$ cat config.mk
export PLATFORM = sky130hd
export DESIGN_NAME = slope_divider_flat
export DESIGN_NICKNAME = d
export VERILOG_FILES = /design/src/rtl/slope_divider_pkg.sv /design/src/rtl/slope_divider_if.sv /design/src/rtl/slope_divider.sv /design/src/flat_wrapper.sv
export SDC_FILE = /design/constraint.sdc
export NUM_CORES = 1
export LEC_CHECK = 0
export BUFFER_PORTS_ARGS = -buffer_cell sky130_fd_sc_hd__buf_4
export CORE_MARGIN = 4
export CORE_UTILIZATION = 60
export CTS_CLUSTER_DIAMETER = 80
export DETAILED_ROUTE_END_ITERATION = 10
export HOLD_SLACK_MARGIN = 0.06
export MAX_ROUTING_LAYER = met4
export PLACE_DENSITY = 0.92
export SKIP_LAST_GASP = 1
export SYNTH_ARGS = -nofsm -noshare
export SYNTH_HDL_FRONTEND = slang
export SYNTH_SLANG_ARGS = --single-unit
$ cat constraint.sdc
create_clock -name c -period 5.45 [get_ports c]
set_clock_uncertainty 0.1 [all_clocks]
set_input_delay 1.09 -clock c [delete_from_list [all_inputs] [get_ports c]]
set_output_delay 1.09 -clock c [all_outputs]
set_load 0.02 [all_outputs]
$ cat src/rtl/slope_divider_pkg.sv
// Shared definitions for the slope divider: the coordinate width, the
// controller state encoding and the coordinate type.
package slope_divider_pkg;

    // Width of one rasteriser coordinate difference (dy or dx)
    localparam int W_COORD = 4;

    // Divider controller states
    typedef enum logic [1:0] {
        IDLE   = 2'd0,
        RUN    = 2'd1,
        FINISH = 2'd2
    } state_t;

    // One coordinate-wide value
    typedef logic [W_COORD-1:0] coord_t;

endpackage

$ cat src/rtl/slope_divider_if.sv
// Start/done handshake and operand/result bundle between the vertex-difference
// logic (master) and the slope divider (slave).
interface slope_divider_if
    import slope_divider_pkg::*;
#(
    parameter int W = W_COORD
) ();

    logic         start;
    logic [W-1:0] dividend;
    logic [W-1:0] divisor;
    logic         busy;
    logic         done;
    logic [W-1:0] quotient;
    logic [W-1:0] remainder;
    logic         div_by_zero;

    // Requester side: issues operands and start, observes results
    modport master (
        output start,
        output dividend,
        output divisor,
        input  busy,
        input  done,
        input  quotient,
        input  remainder,
        input  div_by_zero
    );

    // Divider side: consumes operands, produces results
    modport slave (
        input  start,
        input  dividend,
        input  divisor,
        output busy,
        output done,
        output quotient,
        output remainder,
        output div_by_zero
    );

endinterface

$ cat src/rtl/slope_divider.sv
// Sequential unsigned restoring divider producing the line slope dy/dx.
// One quotient bit per clock, MSB first. A zero divisor bypasses the
// iteration and reports all-ones quotient, remainder = dividend and a flag.
module slope_divider
    import slope_divider_pkg::*;
#(
    parameter int W = W_COORD
) (
    input  logic            c,
    input  logic            rst,
    slope_divider_if.slave  bus
);

    localparam int CW = $clog2(W + 1);

    state_t        state;
    logic [CW-1:0] count;
    // Partial remainder; one extra bit so the shifted value never overflows
    logic [W:0]    part;
    // Holds the dividend bits still to be consumed at the top and collects
    // quotient bits at the bottom; after W steps it holds the quotient
    logic [W-1:0]  dvd;
    logic [W-1:0]  dsr;
    logic          dbz;

    logic          step_bit;
    logic [W:0]    step_part;

    // One restoring step: shift in the next dividend bit, subtract the
    // divisor if it fits. Returns {quotient_bit, new_partial_remainder}.
    function automatic logic [W+1:0] restoring_step(
        input logic [W:0]   part_in,
        input logic         bit_in,
        input logic [W-1:0] dsr_in
    );
        logic [W:0] low;
        logic       ge;
        low = {part_in[W-1:0], bit_in};
        ge  = ({part_in, bit_in} >= {2'b00, dsr_in});
        if (ge) begin
            restoring_step = {1'b1, low - {1'b0, dsr_in}};
        end else begin
            restoring_step = {1'b0, low};
        end
    endfunction

    // Combinational compare/subtract for the current iteration
    always_comb begin
        {step_bit, step_part} = restoring_step(part, dvd[W-1], dsr);
    end

    // Controller and datapath: accept, iterate, publish results
    always_ff @(posedge c or posedge rst) begin
        if (rst) begin
            state           <= IDLE;
            count           <= '0;
            part            <= '0;
            dvd             <= '0;
            dsr             <= '0;
            dbz             <= 1'b0;
            bus.busy        <= 1'b0;
            bus.done        <= 1'b0;
            bus.quotient    <= '0;
            bus.remainder   <= '0;
            bus.div_by_zero <= 1'b0;
        end else begin
            bus.done <= 1'b0;
            case (state)
                IDLE: begin
                    if (bus.start) begin
                        bus.busy <= 1'b1;
                        dsr      <= bus.divisor;
                        if (bus.divisor != '0) begin
                            dvd   <= bus.dividend;
                            part  <= '0;
                            count <= CW'(W);
                            dbz   <= 1'b0;
                            state <= RUN;
                        end else begin
                            // No iteration: results are known immediately
                            dvd   <= '1;
                            part  <= {1'b0, bus.dividend};
                            count <= '0;
                            dbz   <= 1'b1;
                            state <= FINISH;
                        end
                    end
                end
                RUN: begin
                    part  <= step_part;
                    dvd   <= {dvd[W-2:0], step_bit};
                    count <= count - CW'(1);
                    if (count == CW'(1)) begin
                        state <= FINISH;
                    end
                end
                FINISH: begin
                    bus.quotient    <= dvd;
                    bus.remainder   <= part[W-1:0];
                    bus.div_by_zero <= dbz;
                    bus.done        <= 1'b1;
                    bus.busy        <= 1'b0;
                    state           <= IDLE;
                end
                default: begin
                    state    <= IDLE;
                    bus.busy <= 1'b0;
                end
            endcase
        end
    end

endmodule

$ cat src/flat_wrapper.sv
// flat-port wrapper written by rule: the top's interface ports become plain ports
module slope_divider_flat import slope_divider_pkg::*;
#(
    parameter int W = W_COORD
)
  (c, rst, bus_start, bus_dividend, bus_divisor, bus_busy, bus_done, bus_quotient, bus_remainder, bus_div_by_zero);
  slope_divider_if #(.W(W)) bus_i ();
  input  logic c;
  input  logic rst;
  input wire logic [$bits(bus_i.start)-1:0] bus_start;
  input wire logic [$bits(bus_i.dividend)-1:0] bus_dividend;
  input wire logic [$bits(bus_i.divisor)-1:0] bus_divisor;
  output wire logic [$bits(bus_i.busy)-1:0] bus_busy;
  output wire logic [$bits(bus_i.done)-1:0] bus_done;
  output wire logic [$bits(bus_i.quotient)-1:0] bus_quotient;
  output wire logic [$bits(bus_i.remainder)-1:0] bus_remainder;
  output wire logic [$bits(bus_i.div_by_zero)-1:0] bus_div_by_zero;
  assign bus_i.start = bus_start;
  assign bus_i.dividend = bus_dividend;
  assign bus_i.divisor = bus_divisor;
  assign bus_busy = bus_i.busy;
  assign bus_done = bus_i.done;
  assign bus_quotient = bus_i.quotient;
  assign bus_remainder = bus_i.remainder;
  assign bus_div_by_zero = bus_i.div_by_zero;
  slope_divider #(.W(W)) u_core (.c(c), .rst(rst), .bus(bus_i));
endmodule
==> flow_summary.json <==
{
  "syn-cell-area_um2": 1500,
  "fmax_mhz": 421,
  "worstPathRequired_ns": 5.60,
  "min_period_ns": 2.38,
  "drv_slew": 0,
  "ios": 22,
  "met3_length_um": 255,
  "cts_tree": "built",
  "detail-route-antenna-nets": 0,
  "cp_slowest_stage_delay_ns": 0.99,
  "dp_hpwl_um": 2370,
  "power.density_nw_per_um2": 692,
  "path_buf_inv": 1,
  "nNetsFinal": 182,
  "cts-resized-gates": 0,
  "power.leakage_nw": 0.819,
  "routed-wl-met2_um": 1560,
  "timing.final.crit_share_pct": 43.6,
  "setup_violations": 0,
  "hold_depth": 2,
  "hold_ws_ns": 0.399,
  "synthTopCellsByCount": "dfrtp_1 (30), nand2_1 (18), mux2_2 (9)",
  "dieArea_um2": 3360,
  "cp.arrival_ns": 2.53,
  "pwr-share-comb_pct": 47.9,
  "relSlewSlack_pct": 12.4,
  "first_global_vias": 1175,
  "synth_top_cell_by_area": "dfrtp_1",
  "clk_pin_slew_worst_paths_ns": 0.10,
  "clkSinkCount": 30,
  "power.internal_mw": 0.730,
  "slowest_stage": "o21ai_0",
  "timing.rr.start": "u_core.dvd[3]",
  "die_width_um": 57.9,
  "cpLargestDelayFamily": "compound AO/OA/AOI/OAI gates",
  "antenna_found_initial": 0,
  "startpoint_type": "input pin",
  "placed_area_um2": 1660,
  "synth-edff-count": 0,
  "status": "complete, no violations",
  "switchingPower_mw": 0.496,
  "max-cap-violations": 0,
  "hold_path.startpoint": "u_core.dbz",
  "reg2reg_to": "u_core.part[4]",
  "grt_overflow": 0,
  "crit_type": "input pin to flop",
  "avgRoutedWirePerCell_um": 16.4,
  "crit_chain": "buf_4 > o21ai_0 > a2bb2oi_1 > o211ai_1",
  "m1WireLength_um": 1280,
  "postSynth.asyncResetShare_pct": 100,
  "avgSynthCellArea_um2": 10.6,
  "r2r_setup_slack_ns": 3.36,
  "cts_hold_buf": 0,
  "clock_path_buffers": 2,
  "grt_max_degree": 31,
  "grt.total_usage_pct": 22.5,
  "initial_core_util_pct": 65.1,
  "routed_via_density": 6.17,
  "cts_buffers": 5,
  "clkLatencyLatePin_ns": 0.34,
  "numPortBuffers": 21,
  "dieHeight_um": 57.9,
  "yosysMostFrequentCell": "dfrtp_1",
  "worstHoldPathType": "flop to flop",
  "dr.pass1.iters": 4,
  "ys_types": 35,
  "vias": 1190,
  "cts_max_level": 2,
  "ys.warnings.count": 0,
  "setup_ws_ns": 3.07,
  "finalHoldViolations": 0,
  "ys.flop_type": "dfrtp_1",
  "core_region_area_um2": 2300,
  "drt_wl_total_um": 3170,
  "drt_iter0_drc": 60,
  "rsz0062_at_grt": "false",
  "hold_path_end": "u_core.dbz",
  "seqPwrFrac_pct": 33.0,
  "drive_gt1_share_pct": 25.5,
  "tightest_slew_ns": 1.30,
  "synthCells": 141,
  "area_growth_pct": 18.5,
  "finalPower_mw": 1.23,
  "synth_nets": 159,
  "design_area_um2": 1770,
  "seq_area_frac_synth_pct": 50.2,
  "synth_area_leaders": "dfrtp_1 (50%), mux2_2 (6.8%), ha_1 (5.0%)",
  "top_layer": "met4",
  "swShare_pct": 40.5,
  "peakVddDrop_mv": 0.478,
  "drc": 0,
  "r2r_cells": 8,
  "postCtsSetupRepairBufs": 0,
  "end_kind": "flop",
  "place.gp.congestion": 0.937,
  "pre_cts_ws_ns": 2.80,
  "clkPwrFrac_pct": 19.2,
  "setup_tns_ns": 0,
  "ys_ff_latch": 30,
  "synth_top_area_share_pct": 50.2,
  "rows": 17,
  "path_max_fanout": 11,
  "num_antenna_cells": 0,
  "cts_root_buf": "clkbuf_4",
  "grt_pass1_wl_um": 5580
}
sequential cells by signal, indices dropped and copies added, names as in the netlist:
| signal | count |
|---|---|
| u_core.bus.busy | 1 |
| u_core.bus.div_by_zero | 1 |
| u_core.bus.done | 1 |
| u_core.bus.quotient | 4 |
| u_core.bus.remainder | 4 |
| u_core.count | 3 |
| u_core.dbz | 1 |
| u_core.dsr | 4 |
| u_core.dvd | 4 |
| u_core.part | 5 |
| u_core.state | 2 |
cells in the final DEF (no fill, tap or decap), types with 2 or more instances in the layout:
| master | n |
|---|---|
| o211ai_1 | 4 |
| bufinv_16 | 2 |
| nand4_1 | 5 |
| nor2b_1 | 2 |
| nor2_1 | 4 |
| ha_1 | 6 |
| o21ai_0 | 6 |
| nand3_1 | 7 |
| o22ai_1 | 4 |
| and2_1 | 2 |
| a21oi_1 | 4 |
| buf_4 | 21 |
| inv_1 | 8 |
| dfrtp_1 | 30 |
| a2bb2oi_1 | 5 |
| clkbuf_4 | 5 |
| nand2_1 | 18 |
| mux2_2 | 9 |
| inv_2 | 2 |
| o21ai_1 | 4 |
area by class of cell:
cell class                      count  area, um2
Sequential cell                    30        751
Clock inverter                      2       60.1
Fill cell                         157        524
Tap cell                           28       35.0
Multi-Input combinational cell     96        681
Timing Repair Buffer               21        158
Clock buffer                        6       51.3
Inverter                           10       37.5
worst max path at each step:
stage	endpoint	start	depth (start not counted)	slack, ns
floorplan	u_core.part[3]	bus_divisor[0]	4	3.45
global placement	u_core.part[3]	bus_start	4	3.00
detailed placement	u_core.part[3]	bus_start	4	2.80
CTS	u_core.part[4]	bus_start	4	3.12
global route	u_core.part[4]	bus_start	4	2.91
finish	u_core.part[3]	bus_start	4	3.07
tightest hold or removal path: cells and delay by family (launching register included):
kind | cells | cell delay, ns
and+or+nand+nor | 2 | 0.11
DFF | 1 | 0.37
routing by layer:
layer / GRT usage [%] / vias up
li1: - / 552
met1: 26.5 / 571
met2: 34.8 / 59
met3: 8.46 / 8
met4: 8.94 / 0
met5: - / -
power by group through the flow:
stage / registers (mW) / logic [mW] / clock network, mW
5_1_grt: 0.422 / 0.652 / 0.251
6_report: 0.404 / 0.587 / 0.235
3_3_place_gp: 0.402 / 0.545 / 0
4_1_cts: 0.404 / 0.587 / 0.238
2_1_floorplan: 0.424 / 0.405 / 0
3_5_place_dp: 0.409 / 0.583 / 0
per-stage QoR:
step	utilization, %	std cells
floorplan	-	141
global placement	72.3	185
detailed placement	72.3	185
CTS	77.2	193
global route	77.2	193
finish	77.2	193
kinds of logic after synthesis:
| group | Yosys count | share of synthesized area [%] |
|---|---|---|
| adder cells (fa/ha/maj) | 7 | 6.35 |
| multiplexers | 10 | 7.53 |
| XOR/XNOR | 2 | 1.17 |
| buffers and inverters | 15 | 4.35 |
| AO/OA/AOI/OAI | 33 | 14.9 |
| AND/OR/NAND/NOR | 44 | 15.6 |
| flip-flops | 30 | 50.2 |
(Power assumes the default switching activity.)
